File: config.mk
export PLATFORM = sky130hd
export DESIGN_NAME = protocol_readbyte
export DESIGN_NICKNAME = d
export VERILOG_FILES = /design/src/rtl/protocol_readbyte.sv
export SDC_FILE = /design/constraint.sdc
export NUM_CORES = 1
export LEC_CHECK = 0
export ABC_AREA = 1
export ABC_CLOCK_PERIOD_IN_PS = 4000
export CAP_MARGIN = 20
export CORE_ASPECT_RATIO = 1.25
export CORE_MARGIN = 1.5
export CORE_UTILIZATION = 45
export DETAILED_ROUTE_END_ITERATION = 12
export GPL_TIMING_DRIVEN = 0
export PLACE_DENSITY = 0.67
export SLEW_MARGIN = 20
export SYNTH_ARGS = -nofsm -noshare
export SYNTH_HDL_FRONTEND = slang
export SYNTH_SLANG_ARGS = --single-unit
File: constraint.sdc
create_clock -name clk -period 4 [get_ports clk]
set_clock_uncertainty 0.2 [all_clocks]
set_input_delay 1.2 -clock clk [delete_from_list [all_inputs] [get_ports clk]]
set_output_delay 1.2 -clock clk [all_outputs]
set_load 0.03 [all_outputs]
File: src/rtl/protocol_readbyte.sv
//------------------------------------------------------------------------------
// Module   : protocol_readbyte
// Brief    : I2C controller read of one byte, followed by the controller's
//            ACK/NACK on the 9th clock. SCL is generated by counting the
//            reference clock. SDA is sampled MSB-first at the middle of each
//            SCL high phase.
// Revision : 1.0 - initial release
//------------------------------------------------------------------------------
// Parameters
//   CLK_CYCLES    : reference cycles per half SCL period (2..1023, even)
// Ports
//   clk           : reference clock
//   reset         : asynchronous active-high reset
//   readbyte_flag : start request, sampled only in IDLE
//   ack_send      : 1 = ACK after the byte, 0 = NACK (latched on start)
//   sda_read      : SDA line value
//   scl_read      : SCL line value (clock-stretch detection only)
//   scl_en        : 0 = drive SCL low, 1 = release SCL
//   sda_en        : 0 = drive SDA low, 1 = release SDA
//   data          : received byte, updated in the DONE cycle
//   complete      : one-cycle pulse when the byte and the ACK/NACK are done
//   busy          : transfer in progress
// Build option
//   READBYTE_STRETCH_EN : when defined, honour target clock stretching in
//                         the SCL high phases
//------------------------------------------------------------------------------
`default_nettype none

module protocol_readbyte #(
    parameter int CLK_CYCLES = 500
) (
    input  logic       clk,
    input  logic       reset,
    input  logic       readbyte_flag,
    input  logic       ack_send,
    input  logic       sda_read,
    input  logic       scl_read,
    output logic       scl_en,
    output logic       sda_en,
    output logic [7:0] data,
    output logic       complete,
    output logic       busy
);

    typedef enum logic [2:0] {
        ST_IDLE     = 3'd0,
        ST_LOW      = 3'd1,
        ST_HIGH     = 3'd2,
        ST_ACK_LOW  = 3'd3,
        ST_ACK_HIGH = 3'd4,
        ST_ACK_FIN  = 3'd5,
        ST_DONE     = 3'd6
    } state_t;

    localparam logic [9:0] c_phase_last = 10'(CLK_CYCLES - 1);
    localparam logic [9:0] c_sample_pt  = 10'(CLK_CYCLES / 2);
    localparam logic [9:0] c_fin_last   = 10'(CLK_CYCLES / 2 - 1);

    state_t      state_q,    state_d;
    logic [9:0]  clk_cnt_q,  clk_cnt_d;
    logic [3:0]  bit_cnt_q,  bit_cnt_d;
    logic [7:0]  shreg_q,    shreg_d;
    logic        ack_q,      ack_d;
    logic        scl_en_q,   scl_en_d;
    logic        sda_en_q,   sda_en_d;
    logic [7:0]  data_q,     data_d;
    logic        complete_q, complete_d;
    logic        busy_q,     busy_d;

    // High while a target holds SCL low at the start of a high phase; the
    // phase counter is frozen at 0 so the phase is measured from release.
    logic        w_stretch_hold;

`ifdef READBYTE_STRETCH_EN
    assign w_stretch_hold = ~scl_read && (clk_cnt_q == 10'd0);
`else
    logic        unused_scl_read;
    assign unused_scl_read = scl_read;
    assign w_stretch_hold  = 1'b0;
`endif

    always_ff @(posedge clk or posedge reset) begin
        if (reset) begin
            state_q    <= ST_IDLE;
            clk_cnt_q  <= 10'd0;
            bit_cnt_q  <= 4'd0;
            shreg_q    <= 8'd0;
            ack_q      <= 1'b0;
            scl_en_q   <= 1'b1;
            sda_en_q   <= 1'b1;
            data_q     <= 8'd0;
            complete_q <= 1'b0;
            busy_q     <= 1'b0;
        end else begin
            state_q    <= state_d;
            clk_cnt_q  <= clk_cnt_d;
            bit_cnt_q  <= bit_cnt_d;
            shreg_q    <= shreg_d;
            ack_q      <= ack_d;
            scl_en_q   <= scl_en_d;
            sda_en_q   <= sda_en_d;
            data_q     <= data_d;
            complete_q <= complete_d;
            busy_q     <= busy_d;
        end
    end

    // Outputs are registered from the current state, so every bus-facing
    // signal lags the state by one cycle; phase lengths are unaffected.
    always_comb begin
        state_d    = state_q;
        clk_cnt_d  = clk_cnt_q;
        bit_cnt_d  = bit_cnt_q;
        shreg_d    = shreg_q;
        ack_d      = ack_q;
        scl_en_d   = scl_en_q;
        sda_en_d   = sda_en_q;
        data_d     = data_q;
        complete_d = 1'b0;
        busy_d     = (state_q != ST_IDLE);

        case (state_q)
            ST_IDLE: begin
                if (readbyte_flag) begin
                    ack_d     = ack_send;
                    bit_cnt_d = 4'd0;
                    clk_cnt_d = 10'd0;
                    state_d   = ST_LOW;
                end
            end

            ST_LOW: begin
                scl_en_d = 1'b0;
                sda_en_d = 1'b1;
                if (clk_cnt_q == c_phase_last) begin
                    clk_cnt_d = 10'd0;
                    state_d   = ST_HIGH;
                end else begin
                    clk_cnt_d = clk_cnt_q + 10'd1;
                end
            end

            ST_HIGH: begin
                scl_en_d = 1'b1;
                if (!w_stretch_hold) begin
                    if (clk_cnt_q == c_sample_pt) begin
                        shreg_d = {shreg_q[6:0], sda_read};
                    end
                    if (clk_cnt_q == c_phase_last) begin
                        clk_cnt_d = 10'd0;
                        bit_cnt_d = bit_cnt_q + 4'd1;
                        state_d   = (bit_cnt_q == 4'd7) ? ST_ACK_LOW : ST_LOW;
                    end else begin
                        clk_cnt_d = clk_cnt_q + 10'd1;
                    end
                end
            end

            ST_ACK_LOW: begin
                scl_en_d = 1'b0;
                sda_en_d = ~ack_q;
                if (clk_cnt_q == c_phase_last) begin
                    clk_cnt_d = 10'd0;
                    state_d   = ST_ACK_HIGH;
                end else begin
                    clk_cnt_d = clk_cnt_q + 10'd1;
                end
            end

            ST_ACK_HIGH: begin
                scl_en_d = 1'b1;
                if (!w_stretch_hold) begin
                    if (clk_cnt_q == c_phase_last) begin
                        clk_cnt_d = 10'd0;
                        state_d   = ST_ACK_FIN;
                    end else begin
                        clk_cnt_d = clk_cnt_q + 10'd1;
                    end
                end
            end

            // Short SCL-low tail so the target sees SCL fall before the
            // controller lets go of the ACK level on SDA.
            ST_ACK_FIN: begin
                scl_en_d = 1'b0;
                if (clk_cnt_q == c_fin_last) begin
                    clk_cnt_d = 10'd0;
                    state_d   = ST_DONE;
                end else begin
                    clk_cnt_d = clk_cnt_q + 10'd1;
                end
            end

            // Both lines are left held low for the stop/restart block.
            ST_DONE: begin
                scl_en_d   = 1'b0;
                sda_en_d   = 1'b0;
                data_d     = shreg_q;
                complete_d = 1'b1;
                state_d    = ST_IDLE;
            end

            default: begin
                state_d = ST_IDLE;
            end
        endcase
    end

    assign scl_en   = scl_en_q;
    assign sda_en   = sda_en_q;
    assign data     = data_q;
    assign complete = complete_q;
    assign busy     = busy_q;

endmodule

`default_nettype wire

==> impl_metrics.py, run 1 <==
metrics = {
    "status": {
        "outcome": "finished clean",
    },
    "sta": {
        "worst-slew-pin-transition_ns": 0.3305,
        "timing.final.crit_share_pct": 72.05,
        "rsz_0062_raised_after_global_routing": "no",
        "tns_ns": 0,
        "post-route-min-period_ns": 2.882,
        "final_hold_viol_count": 0,
        "max_slew_vio_count": 0,
        "finalSetupViolations": 0,
        "slew-limit-headroom_pct": 77.91,
        "timing.fmax_mhz": 347.0,
    },
    "cts": {
        "cts_hold_buf": 0,
        "cts.clk_slew.worst_paths_ns": 0.08,
        "tritoncts": "built",
        "numCtsBuffers": 5,
        "post_cts.repair.setup_buffers": 0,
        "cts_num_sinks": 38,
        "h-tree-depth": 2,
        "post_cts.resized_instances": 0,
        "clock_insertion_delay_worst_skew_ns": 0.29,
        "max-clock-path-buffers": 2,
        "cts-root-buf": "sky130_fd_sc_hd__clkbuf_8",
    },
    "synthesis": {
        "synth_area_um2": 2012,
        "synthCells": 234,
        "synth.avg_cell_area_um2": 8.598,
        "ys_ff_latch": 38,
        "syn-num-nets": 244,
        "synth_cell_types": 28,
        "synth.yosys.seq_area_share_pct": 47.39,
        "yosysWarnings": 0,
    },
    "route": {
        "detail_route.first_pass.iterations": 4,
        "met3_wire_length_um": 88,
        "dr_vias": 1541,
        "met2_length_mm": 1.927,
        "routed.top_layer": "met4",
        "drc_errors_left": 0,
        "detail_route.vias_per_cell": 4.861,
        "wl_mm": 3.823,
        "drt-initial-drc-count": 67,
        "postRouteAntennaNets": 0,
        "post_drt_wl_per_cell_um": 12.06,
        "wl_met1_mm": 1.764,
    },
    "power": {
        "power_density_nw_per_um2": 539.5,
        "pwr-share-comb_pct": 38.7,
        "fin_total_pwr_uw": 1273,
        "power_switching_share_pct": 39.99,
        "power.sequential.fraction_pct": 39.0,
        "power.static_leakage_uw": 0.001163,
        "ir_worst_vdd_uv": 271.5,
        "clock_power_share_pct": 22.3,
        "internal_cell_power_uw": 763.9,
        "switching_pwr_uw": 509.1,
    },
    "die": {
        "dieWidth_um": 62.81,
        "initial_core_util_pct": 46.17,
        "ioPinCount": 18,
        "num_rows": 27,
        "placeableCoreArea_um2": 4358,
        "dieHeight_um": 77.76,
        "design.die.area_um2": 4884,
    },
    "global_routing": {
        "congestion_overflow_gr": 0,
        "grt_first_pass_wirelength_mm": 6.851,
        "gr-usage-all-layers_pct": 17.66,
        "number_of_global_route_vias_before_repair": 1485,
        "largest_net_degree_at_the_start_of_global_routing": 26,
        "antenna_found_initial": 0,
    },
    "cells_and_area": {
        "flow.area_growth_from_synthesis_pct": 17.29,
        "most-common-layout-cells": "sky130_fd_sc_hd__nand2_1 (68), sky130_fd_sc_hd__dfrtp_1 (36), sky130_fd_sc_hd__inv_1 (25)",
        "final_cell_area_um2": 2360,
        "final_cell_count_no_fill": 317,
        "final_nets": 268,
        "antenna_cells_inserted": 0,
        "most_common_library_cell_in_the_layout_ignoring_fill_and_taps": "sky130_fd_sc_hd__nand2_1",
        "post_route_cells_drive_above_1_share_pct": 16.99,
    },
    "setup_path": {
        "critical_path_class": "reg -> out",
        "cp-start-kind": "flop",
        "regToRegSetupSlack_ns": 2.21,
        "timing.critical_path.fanout_max": 2,
        "path_cells": "clkdlybuf4s50_1",
        "critical_path_buf_inv_count": 1,
        "slowest_library_cell_on_the_worst_path": "sky130_fd_sc_hd__clkdlybuf4s50_1",
        "worst_path_dominant_cell_family": "buffers and inverters",
        "data_required_time_at_the_worst_endpoint_ns": 2.60,
        "worst-endpoint-arrival_ns": 1.48,
        "worst_setup_path_end_kind": "output port",
        "worst_path_largest_cell_delay_ns": 0.66,
    },
    "flow_run": {
        "maxCapViolations": 0,
    },
    "placement": {
        "number_of_port_buffers": 16,
        "dp_cells": 309,
        "place.gp.congestion": 0.8257,
        "dp.final_hpwl_mm": 2.768,
        "area_of_placed_instances_um2": 2265,
    },
    "hold_path": {
        "worstHoldPathType": "reg -> reg",
    },
}
==> kinds of logic (layout without fill, tap and decap cells) <==
| kind of cell | count (synthesis) | after routing | synth area share (%) |
|---|---|---|---|
| AO/OA/AOI/OAI | 26 | 26 | 8.084 |
| AND/OR/NAND/NOR | 123 | 123 | 30.85 |
| flip-flops | 38 | 38 | 47.39 |
| buffers and inverters | 35 | 60 | 7.711 |
| XOR/XNOR | 8 | 8 | 3.483 |
| adder cells (fa/ha/maj) | 4 | 4 | 2.488 |
==> flip-flops by register name, summed over array words and instances (netlist names) <==
register and count:
ack_q 1, shreg_q 8, state_q 3, clk_cnt_q 10
busy 1, data 8, bit_cnt_q 4, complete 1
sda_en 1, scl_en 1
==> area by class of cell <==
class                      instances  area [um^2]
timing repair buffer              17        180.2
multi-input combinational        161        903.4
fill                             431         1998
tap                               58        72.57
clock inverter                     2        12.51
sequential                        38        953.4
buffer                             4        38.79
clock buffer                       6        82.58
inverter                          31        116.4
==> cell usage after synthesis, drive strengths merged <==
cell type / number / area [um^2]
buf: 4 / 38.78
xnor2: 1 / 8.760
xor2: 7 / 61.31
nand3b: 1 / 11.26
dfrtp: 36 / 900.9
ha: 4 / 50.05
dfstp: 2 / 52.55
nand4: 9 / 71.32
a21oi: 2 / 13.76
nor2: 17 / 85.08
nand2: 74 / 307.8
inv: 31 / 116.4
nand3: 21 / 140.1
nor3: 1 / 5.000
a21o: 1 / 7.510
o21ai: 23 / 141.4
==> final timing paths <==
| kind | start | to | depth (start not counted) |
|---|---|---|---|
| worst max-delay path | scl_en | scl_en | 1 |
| worst min-delay path | ack_q | ack_q | 2 |
| worst max register to register | clk_cnt_q[0] | shreg_q[1] | 8 |
| worst min register to register | ack_q | ack_q | 2 |
| max in group asynchronous | reset | clk_cnt_q[5] | 3 |
| min in group asynchronous | reset | ack_q | 2 |
==> metrics by stage <==
step                      util [%]  hold slack, ns  setup slack, ns
after global routing         54.15          0.3011            1.065
after floorplan                  -          0.2422            1.742
after global placement       51.51          0.2559           0.8936
final                        54.15          0.2812            1.118
after CTS                    54.15          0.2888            1.111
after detailed placement     51.97          0.2695            1.302
==> routing by layer <==
metal / track usage [%] / vias to the layer above
li1: - / 795
met1: 22.26 / 724
met2: 29.89 / 16
met3: 4.348 / 6
met4: 5.333 / 0
met5: 0 / -
==> power by group through the flow <==
stage,registers (uW),clock network [uW],logic (uW)
final,496,284,493
after global routing,507,303,557
after CTS,497,287,498
after detailed placement,504,0,496
after global placement,502,0,488
after floorplan,533,0,341
(Power assumes the default switching activity.)
==> run 2, diff against run 1 <==
Settings changed: ABC_CLOCK_PERIOD_IN_PS 4000 to 2300, PLACE_DENSITY 0.67 to 0.69.
Clock period 4 ns to 2.3 ns, I/O delays scaled along.
==> run 2 against run 1 <==
Compared with the run above: sequential power rose by 75%; power grew 73%; register-to-register slack worse by 1.7 ns; global-route usage barely moved; clock power rose by 72%; highest routed layer unchanged; die area unchanged; routed wire length decreased by 1.1%; design area shrank 0.11%; non-clock buffer count unchanged; combinational power rose by 72%; largest cell class unchanged.
==> impl_metrics.py, run 2 (same netlist as run 1, synthesis figures left out) <==
metrics = {
    "route": {
        "post_drt_wl_per_cell_um": 11.93,
        "postRouteAntennaNets": 0,
        "wl_met1_mm": 1.749,
        "met2_length_mm": 1.884,
        "drc_errors_left": 0,
        "detail_route.first_pass.iterations": 4,
        "drt-initial-drc-count": 62,
        "routed.top_layer": "met4",
        "detail_route.vias_per_cell": 4.940,
        "wl_mm": 3.781,
        "met3_wire_length_um": 73,
        "dr_vias": 1566,
    },
    "cells_and_area": {
        "flip_flop_count_of_the_largest_register_after_layout": 10,
        "final_cell_count_no_fill": 317,
        "most_common_library_cell_in_the_layout_ignoring_fill_and_taps": "sky130_fd_sc_hd__nand2_1",
        "most-common-layout-cells": "sky130_fd_sc_hd__nand2_1 (68), sky130_fd_sc_hd__dfrtp_1 (36), sky130_fd_sc_hd__inv_1 (25)",
        "antenna_cells_inserted": 0,
        "flow.area_growth_from_synthesis_pct": 17.16,
        "post_route_cells_drive_above_1_share_pct": 16.99,
        "register_containing_the_most_flip_flops_in_the_final_layout": "clk_cnt_q",
        "final_nets": 268,
    },
    "global_routing": {
        "antenna_found_initial": 0,
        "largest_net_degree_at_the_start_of_global_routing": 28,
        "gr-usage-all-layers_pct": 17.68,
        "number_of_global_route_vias_before_repair": 1534,
        "congestion_overflow_gr": 0,
        "grt_first_pass_wirelength_mm": 6.824,
    },
    "die": {
        "placeableCoreArea_um2": 4358,
        "ioPinCount": 18,
        "dieHeight_um": 77.76,
        "design.die.area_um2": 4884,
        "initial_core_util_pct": 46.17,
        "dieWidth_um": 62.81,
        "num_rows": 27,
    },
    "cts": {
        "clock_insertion_delay_worst_skew_ns": 0.29,
        "tritoncts": "built",
        "cts-root-buf": "sky130_fd_sc_hd__clkbuf_8",
        "h-tree-depth": 2,
        "cts.clk_slew.worst_paths_ns": 0.07,
        "post_cts.repair.setup_buffers": 0,
        "max-clock-path-buffers": 2,
        "cts_num_sinks": 38,
        "numCtsBuffers": 5,
    },
    "setup_path": {
        "crit-reg2reg-launch": "clk_cnt_q[0]",
        "worst_path_largest_cell_delay_ns": 0.68,
        "data_required_time_at_the_worst_endpoint_ns": 1.41,
        "critical_path_buf_inv_count": 1,
        "worst-endpoint-arrival_ns": 1.34,
        "slowest_library_cell_on_the_worst_path": "sky130_fd_sc_hd__clkdlybuf4s50_1",
        "critical_path_class": "reg -> out",
        "regToRegSetupSlack_ns": 0.53,
        "rr_worst_depth": 8,
        "timing.critical_path.depth": 1,
        "worst_path_dominant_cell_family": "buffers and inverters",
        "path_cells": "clkdlybuf4s50_1",
        "timing.critical_path.fanout_max": 2,
        "cp-start-kind": "flop",
        "crit-reg2reg-capture": "shreg_q[1]",
        "worst_setup_path_end_kind": "output port",
    },
    "placement": {
        "number_of_port_buffers": 16,
        "dp_cells": 309,
        "dp.final_hpwl_mm": 2.808,
        "pre_cts_slack_ns": 0.1349,
        "place.gp.congestion": 0.8324,
    },
    "sta": {
        "post-route-worst-setup-slack_ns": 0.07136,
        "final_hold_viol_count": 0,
        "worst_hold_slack_ns": 0.2820,
        "timing.fmax_mhz": 448.7,
        "max_slew_vio_count": 0,
        "finalSetupViolations": 0,
        "timing.final.crit_share_pct": 96.90,
        "slew-limit-headroom_pct": 79.15,
        "tns_ns": 0,
        "rsz_0062_raised_after_global_routing": "no",
        "post-route-min-period_ns": 2.229,
        "worst-slew-pin-transition_ns": 0.3117,
    },
    "hold_path": {
        "holdPathEnd": "shreg_q[4]",
        "min_from": "shreg_q[4]",
        "timing.hold.worst_path_depth": 2,
        "worstHoldPathType": "reg -> reg",
    },
    "flow_run": {
        "maxCapViolations": 0,
    },
    "status": {
        "outcome": "finished clean",
    },
    "power": {
        "ir_worst_vdd_uv": 475.9,
        "fin_total_pwr_uw": 2204,
        "power_density_nw_per_um2": 935.2,
        "power.static_leakage_uw": 0.001167,
    },
}
run 2: report_power, final:
part	total, uW	internal [uW]	switching [uW]
Sequential	868	780	87.4
Clock	489	241	248
Combinational	848	298	550
Total	2200	1320	886
run 2: area by class of cell:
type / instances / area (um^2)
sequential: 38 / 953.4
fill: 401 / 2001
buffer: 4 / 38.79
clock buffer: 6 / 82.58
clock inverter: 2 / 12.51
timing repair buffer: 17 / 177.7
tap: 58 / 72.57
multi-input combinational: 161 / 903.4
inverter: 31 / 116.4
run 2: layer usage:
| layer | vias up | global-route usage [%] |
|---|---|---|
| li1 | 795 | - |
| met1 | 744 | 21.60 |
| met2 | 20 | 30.65 |
| met3 | 7 | 3.188 |
| met4 | 0 | 7.333 |
| met5 | - | 0 |
run 2: worst max path at each step:
stage	to	slack (ns)	start
floorplan	ack_q	0.55	reset
finish	data[4]	0.07	data[4]
global route	data[4]	0.03	data[4]
global placement	clk_cnt_q[8]	-0.29	reset
CTS	data[4]	0.05	data[4]
detailed placement	state_q[0]	0.13	readbyte_flag
run 2: through the flow:
stage	cell area, um^2	utilization (%)
after floorplan	2012	-
after global placement	2245	51.51
after detailed placement	2265	51.97
after CTS	2357	54.09
after global routing	2357	54.09
final	2357	54.09
run 2: timing repair:
action / 4_1_cts / 5_1_grt
setup endpoints to repair: 2 / 0
hold buffers: 0 / 0
resized for setup: 2 / 0
==> run 3, diff against run 2 <==
Settings changed: ABC_CLOCK_PERIOD_IN_PS 2300 to 2750, PLACE_DENSITY 0.69 to 0.67.
Clock period 2.3 ns to 2.75 ns, I/O delays scaled along.
==> results of run 3 <==
Same layout as run 1 (identical final DEF). Status: finished clean.
Among the figures that moved: setup slack after placement 1.302 ns -> 0.4269 ns; setup slack after layout 1.118 ns -> 0.2429 ns; register-to-register setup slack 2.21 ns -> 0.96 ns; total power 1273 uW -> 1852 uW; worst IR drop on VDD 271.5 uV -> 395.0 uV
